--- config.mk ---
export PLATFORM = sky130hd
export DESIGN_NAME = mem_access_unit
export DESIGN_NICKNAME = d
export VERILOG_FILES = /design/src/rtl/mem_access_unit.sv
export SDC_FILE = /design/constraint.sdc
export NUM_CORES = 1
export LEC_CHECK = 0
export BUFFER_PORTS_ARGS = -buffer_cell sky130_fd_sc_hd__clkbuf_2
export CORE_ASPECT_RATIO = 2
export CORE_MARGIN = 2
export CORE_UTILIZATION = 53
export DETAILED_ROUTE_END_ITERATION = 10
export GPL_TIMING_DRIVEN = 0
export PLACE_DENSITY = 0.87
export SLEW_MARGIN = 0
export SYNTH_ARGS = -nofsm -noshare
export SYNTH_HDL_FRONTEND = slang
export SYNTH_SLANG_ARGS = --single-unit
--- constraint.sdc ---
create_clock -name clk -period 2.6 [get_ports clk]
set_clock_uncertainty 0.1 [all_clocks]
set_input_delay 0.26 -clock clk [delete_from_list [all_inputs] [get_ports clk]]
set_output_delay 0.26 -clock clk [all_outputs]
set_load 0.02 [all_outputs]
--- src/rtl/mem_access_unit.sv ---
// Load/store front end: turns byte/half/word requests into word-wide dmemory commands.
// Define LSU_BIG_ENDIAN_EN for big-endian byte/half lane numbering.
module mem_access_unit #(
  parameter int unsigned WIDTH = 32,
  parameter int unsigned DEPTH = 1024
) (
  input  logic             clk,
  input  logic             reset,
  input  logic             req_valid,
  output logic             req_ready,
  input  logic             req_write,
  input  logic [1:0]       req_size,
  input  logic             req_signed,
  input  logic [WIDTH-1:0] req_addr,
  input  logic [WIDTH-1:0] req_wdata,
  output logic             resp_valid,
  output logic [WIDTH-1:0] resp_rdata,
  output logic             resp_err,
  output logic             mem_read,
  output logic             mem_write,
  output logic [WIDTH-1:0] read_address,
  output logic [WIDTH-1:0] write_address,
  output logic [WIDTH-1:0] write_data,
  input  logic [WIDTH-1:0] mem_data
);

  localparam int unsigned ShW = $clog2(WIDTH);
  localparam logic [WIDTH-1:0] DepthW = WIDTH'(DEPTH);

  typedef enum logic [2:0] {StIdle, StWr, StRd, StMrg, StCap, StResp} state_e;

  state_e           state_q;
  logic             write_q, signed_q, err_q;
  logic [1:0]       size_q;
  logic [WIDTH-1:0] addr_q, wdata_q, rdata_q;

  logic             accept, req_err;
  logic [1:0]       byte_lane;
  logic             half_lane;
  logic [ShW-1:0]   byte_shift, half_shift;
  logic [7:0]       mem_byte;
  logic [15:0]      mem_half;
  logic [WIDTH-1:0] load_data, merge_data, word_idx;

  assign req_ready = (state_q == StIdle) && !reset;
  assign accept    = req_valid && req_ready;

  always_comb begin
    req_err = 1'b0;
    unique case (req_size)
      2'b00:   req_err = 1'b0;
      2'b01:   req_err = req_addr[0];
      2'b10:   req_err = (req_addr[1:0] != 2'b00);
      default: req_err = 1'b1;
    endcase
    if ({2'b00, req_addr[WIDTH-1:2]} >= DepthW) req_err = 1'b1;
  end

`ifdef LSU_BIG_ENDIAN_EN
  assign byte_lane = ~addr_q[1:0];
  assign half_lane = ~addr_q[1];
`else
  assign byte_lane = addr_q[1:0];
  assign half_lane = addr_q[1];
`endif

  assign byte_shift = ShW'({byte_lane, 3'b000});
  assign half_shift = ShW'({half_lane, 4'b0000});
  assign mem_byte   = mem_data[byte_shift +: 8];
  assign mem_half   = mem_data[half_shift +: 16];

  always_comb begin
    load_data  = mem_data;
    merge_data = mem_data;
    unique case (size_q)
      2'b00: begin
        load_data  = {{(WIDTH-8){signed_q & mem_byte[7]}}, mem_byte};
        merge_data = (mem_data & ~({{(WIDTH-8){1'b0}}, 8'hFF} << byte_shift))
                   | ({{(WIDTH-8){1'b0}}, wdata_q[7:0]} << byte_shift);
      end
      2'b01: begin
        load_data  = {{(WIDTH-16){signed_q & mem_half[15]}}, mem_half};
        merge_data = (mem_data & ~({{(WIDTH-16){1'b0}}, 16'hFFFF} << half_shift))
                   | ({{(WIDTH-16){1'b0}}, wdata_q[15:0]} << half_shift);
      end
      default: begin
        load_data  = mem_data;
        merge_data = mem_data;
      end
    endcase
  end

  always_ff @(posedge clk) begin
    if (reset) begin
      state_q  <= StIdle;
      write_q  <= 1'b0;
      signed_q <= 1'b0;
      size_q   <= 2'b00;
      addr_q   <= '0;
      wdata_q  <= '0;
      rdata_q  <= '0;
      err_q    <= 1'b0;
    end else begin
      unique case (state_q)
        StIdle: begin
          if (accept) begin
            write_q  <= req_write;
            signed_q <= req_signed;
            size_q   <= req_size;
            addr_q   <= req_addr;
            wdata_q  <= req_wdata;
            rdata_q  <= '0;
            err_q    <= req_err;
            if (req_err)                           state_q <= StResp;
            else if (req_write && req_size == 2'b10) state_q <= StWr;
            else                                   state_q <= StRd;
          end
        end
        StWr:  state_q <= StResp;
        StRd:  state_q <= write_q ? StMrg : StCap;
        StMrg: state_q <= StResp;
        StCap: begin
          rdata_q <= load_data;
          state_q <= StResp;
        end
        StResp: begin
          rdata_q <= '0;
          err_q   <= 1'b0;
          state_q <= StIdle;
        end
        default: state_q <= StIdle;
      endcase
    end
  end

  // Commands are gated by reset so an RMW aborted in MRG never writes.
  assign word_idx      = {2'b00, addr_q[WIDTH-1:2]};
  assign mem_read      = (state_q == StRd) && !reset;
  assign mem_write     = ((state_q == StWr) || (state_q == StMrg)) && !reset;
  assign read_address  = mem_read  ? word_idx : '0;
  assign write_address = mem_write ? word_idx : '0;
  assign write_data    = mem_write ? ((state_q == StMrg) ? merge_data : wdata_q) : '0;

  assign resp_valid = (state_q == StResp);
  assign resp_rdata = rdata_q;
  assign resp_err   = err_q;

endmodule

After elaboration in Yosys (flattened, before gate mapping)
Cells that the tools add are included.

Logic and storage cells: 66. Input port bits: 103. Register bits: 104.

$lt $le $gt $ge: 1. Reduce and logical (&&, ||, !) cells: 17. Shift-type cells: 6. Equal/unequal tests: 9. Bitwise operators: 8. Mux-type cells: 17.

Operators with widths (number): 32-bit case mux with 2 select lines (2); 32-bit 2-to-1 mux (3); 32-bit case mux with 3 select lines (1); 32-bit AND (2); 32-bit NOT (2); 32-bit OR (2); 30-bit 2-to-1 mux (2); 32-bit by 6-bit variable part select with 16-bit output (1); 32-bit by 6-bit variable part select with 8-bit output (1); 16-bit by 5-bit << shifter with 32-bit output (1); 16-bit by 5-bit << shifter with 32-bit output (first input constant) (1); 8-bit by 5-bit << shifter with 32-bit output (1); 8-bit by 5-bit << shifter with 32-bit output (first input constant) (1); 30-bit by 11-bit >= comparator with 1-bit output (second input constant) (1); 3-bit 2-to-1 mux (3); 3-bit case mux with 3 select lines (1); 3-bit by 2-bit equality test with 1-bit output (second input constant) (2); 3-bit equality test (second input constant) (2); 2-bit AND reduction (3); 1-bit logical AND (5); 2-bit by 1-bit equality test with 1-bit output (second input constant) (2); 2-bit zero test (2); 2-bit nonzero test (2); 3-bit by 1-bit equality test with 1-bit output (second input constant) (1); 12 further kinds (14).

Longest topological paths before layout
Depth after elaboration: 7. Mapped depth: 8. Mapped depth without buffers: 5.

Least setup slack after synthesis
No wires, ideal clock.

Path kind: register to output. Start point: register state_q[2]. End point: output write_data[17]. Required time: 2.240 ns. Arrival time: 1.649 ns. Setup slack: 0.591 ns. Stages on the path, launching flop included: 8. Path through: dfxtp_1 buf_2 nand2b_1 or2_2 inv_2 buf_2 o21ai_0 a21oi_1.

Cells in the longest elaborated chain, start to end: 4. Elaborated cells between the ends (all ways): 6.

Ends and longest elaborated chain: start: declaration (line 32) `state_e state_q;`; start signal: assignment (line 95) `state_q <= StIdle;`; start signal: assignment (line 114) `if (req_err) state_q <= StResp;`; start signal: assignment (line 115) `else if (req_write && req_size == 2'b10) state_q <= StWr;`; 3-bit by 1-bit equality test with 1-bit output / 3-bit by 2-bit equality test with 1-bit output (equally long branches) (line 139) `assign mem_write = ((state_q == StWr) || (state_q == StMrg)) && !reset;`; 1-bit logical OR (*) (line 139); 1-bit logical AND (*) (line 139); via mem_write (line 20) `output logic mem_write,`; 32-bit 2-to-1 mux (*) (line 142) `assign write_data = mem_write ? ((state_q == StMrg) ? merge_data : wdata_q) : '0;`; end: declaration (line 23) `output logic [WIDTH-1:0] write_data,`.

The timed path passes the listed nets; every way through them passes the cells marked *.

Final worst setup path
Start point: register size_q[1]. End point: output write_data[30].

Cells in the longest elaborated chain, start to end: 4. Elaborated cells between the ends (all ways): 5.

Ends and longest elaborated chain: start: declaration (line 34) `logic [1:0] size_q;`; start signal: assignment (line 109) `size_q <= req_size;`; 2-bit by 1-bit equality test with 1-bit output / 2-bit zero test (equally long branches) (line 75) `unique case (size_q)`; 32-bit case mux with 2 select lines (*) (line 75); 32-bit 2-to-1 mux (*) (2 in a row) (line 142).

Every way passes the cells marked *; elsewhere a longest branch is shown, timed or not.

==> results_dict.tcl <==
set metrics [dict create \
    firstDrtPassIters 8 \
    worst_slew_margin_rel 0.594 \
    ys_ff_latch 104 \
    vdd_drop_max_uv 492 \
    layout_common_cells "clkbuf_2 (233), nand2_1 (106), dfxtp_1 (103), nor2_1 (80), o21ai_0 (80)" \
    drive_gt1_frac 0.310 \
    dp_slack_ns 0.255 \
    fin_nets 1097 \
    grt_max_degree 20 \
    period_needed_ns 2.63 \
    hpwl_mm 17.3 \
    fp.dieArea_sq_um 11700 \
    wl_mm 21.8 \
    ys_types 56 \
    fin_crit_sh 1.01 \
    cts.sinks 104 \
    netlist_instances 748 \
    drc 0 \
    clkTransAtPathRegs_ns 0.07 \
    cts_hold_buffers 0 \
    ys_async_sr_fraction 0 \
    cts_buffer_depth 2 \
    worst-setup-path-type "flop to output port" \
    finalHoldViolCount 0 \
    outcome "finished, violations left" \
    synth-edff-count 0 \
    overflow 0 \
    dp_cells 1119 \
    cp.arrival_ns 2.27 \
    ys_warn_count 0 \
    endpoint_kind "output port" \
    grt_pass1_vias 6413 \
    syn_avg_cell_area_sq_um 7.62 \
    gpl.final_weighted_congestion 1.03 \
    power.density_nw_per_um2 632 \
    max_freq_ghz 0.380 \
    setup_ws_ns -0.0296 \
    tns_ns -0.0296 \
    n_antenna_cell 0 \
    antenna_found_initial 0 \
    rows 53 \
    chipHeight_um 151 \
    crit_fanout 10 \
    crit_path_start_kind "flop" \
    maxSlewViolCount 0 \
    start_util 0.544 \
    setup_violations 1 \
    crit_required_ns 2.24 \
    syn_area_sq_um 5700 \
    die_w_um 77.3 \
    via_count 6667 \
    track_usage 0.364 \
    violations "setup timing" \
    io_pins 236 \
    stdcell_count 1134 \
    cap_violations 0 \
    coreArea_sq_um 10500 \
    cts_buffers 9 \
    tightest_slew_ns 0.604 \
    root_buffer "clkbuf_16" \
    synth-main-ff-cell "dfxtp_1" \
    wl_per_cell_um 19.2 \
    htree_levels 3 \
    clock_latency_ns 0.35 \
    cts_tree "yes" \
    yosysSeqAreaShare 0.365 \
    grt_pass1_wl_mm 32.8 \
    portBuffers 231 \
    area_growth_pct 30.0 \
    final_common_cell "clkbuf_2" \
    p_leak_uw 0.00321 \
    drt_iter0_drc 458 \
    min_path_type "primary input to flop" \
    postRouteAntennaNets 0 \
    vias_per_cell 5.88 \
]
## repair_timing
action | 4_1_cts | 5_1_grt
buffers inserted | 0 | 3
pin swaps | 0 | 1
setup endpoints to repair | 17 | 30
gates resized for setup | 7 | 18
cloned | 0 | 0
## power by group
part,internal (uW),total (uW),switching [uW],leakage [uW]
clock network,788,1380,597,0.000143
logic,500,1370,870,0.00221
registers,1780,1930,146,0.000849
total,3070,4690,1610,0.00321
## critical path: stages (launching register included)
cell and delay, ns:
dfxtp_1 0.30, buf_2 0.23, buf_1 0.43, buf_2 0.35
a21oi_1 0.12, a21oi_1 0.26, clkbuf_2 0.23
## layer usage
| layer | global-route usage | up-vias | part of all wire |
|---|---|---|---|
| met4 | 0.299 | 0 | 0.084 |
| met2 | 0.667 | 414 | 0.51 |
| met3 | 0.0606 | 117 | 0.074 |
| li1 | - | 3121 | - |
| met1 | 0.351 | 3015 | 0.33 |
| met5 | 0 | - | 0 |
## Yosys cell counts, drive strengths merged (3+ instances only)
cell,count,share of area
inv,4,0.0026
a31o,7,0.011
a31oi,8,0.0088
a2bb2oi,3,0.0046
nand2,106,0.070
nor2,83,0.056
a32o,12,0.021
dfxtp,104,0.37
o21ai,88,0.078
nand3b,3,0.0039
a221oi,7,0.011
o31ai,3,0.0039
a21o,10,0.013
nor3,5,0.0044
nand2b,76,0.083
clkbuf,37,0.025
buf,33,0.034
o2bb2ai,18,0.028
nor2b,7,0.0077
nor4,7,0.0088
a22o,15,0.023
mux2i,16,0.028
a221o,6,0.011
nand3,14,0.012
a21oi,49,0.044
## kinds of logic (layout without fill, tap and decap cells)
| family | Yosys count | in the layout | share of synthesized area |
|---|---|---|---|
| AND/OR/NAND/NOR | 313 | 313 | 0.264 |
| buffers and inverters | 75 | 321 | 0.0625 |
| multiplexers | 18 | 18 | 0.0360 |
| other | 1 | 4 | 0.000658 |
| flip-flops | 104 | 104 | 0.365 |
| AO/OA/AOI/OAI | 237 | 237 | 0.272 |
## registers in the layout, indices dropped and copies added (netlist names)
name / flops
addr_q: 32
resp_rdata: 32
wdata_q: 32
state_q: 3
signed_q: 1
resp_err: 1
write_q: 1
size_q: 2
## stage by stage
step                power [uW]   util  hold slack, ns  instance area (sq um)
CTS                       4630  0.701         0.00145                   7350
finish                    4690  0.707         0.00275                   7410
detailed placement        3270  0.672           0.351                   7040
global placement          3240  0.672           0.347                   7040
floorplan                 2780      -           0.268                   5710
global route              4860  0.707          0.0217                   7410
## path summary, 6_finish.rpt
| check | startpoint | end | slack [ns] | cells past startpoint |
|---|---|---|---|---|
| setup / recovery | size_q[1]$_SDFFE_PP0P_ | write_data[30] | -0.03 | 6 |
| hold / removal | req_addr[6] | addr_q[6]$_SDFFE_PP0P_ | 0.003 | 3 |
| setup reg to reg | addr_q[0]$_SDFFE_PP0P_ | resp_rdata[4]$_SDFFE_PP0P_ | 0.53 | 5 |
| hold reg to reg | resp_rdata[23]$_SDFFE_PP0P_ | resp_rdata[23]$_SDFFE_PP0P_ | 0.37 | 1 |
## area by class of cell
class / count / area [sq um]
sequential: 104 / 2080
buffer: 68 / 347
clock buffer: 11 / 253
timing repair buffer: 234 / 1180
inverter: 5 / 18.8
multi-input combinational: 572 / 3310
clock inverter: 3 / 42.5
tap: 137 / 171
fill: 949 / 3070
Power figures use the tool's default switching activity.
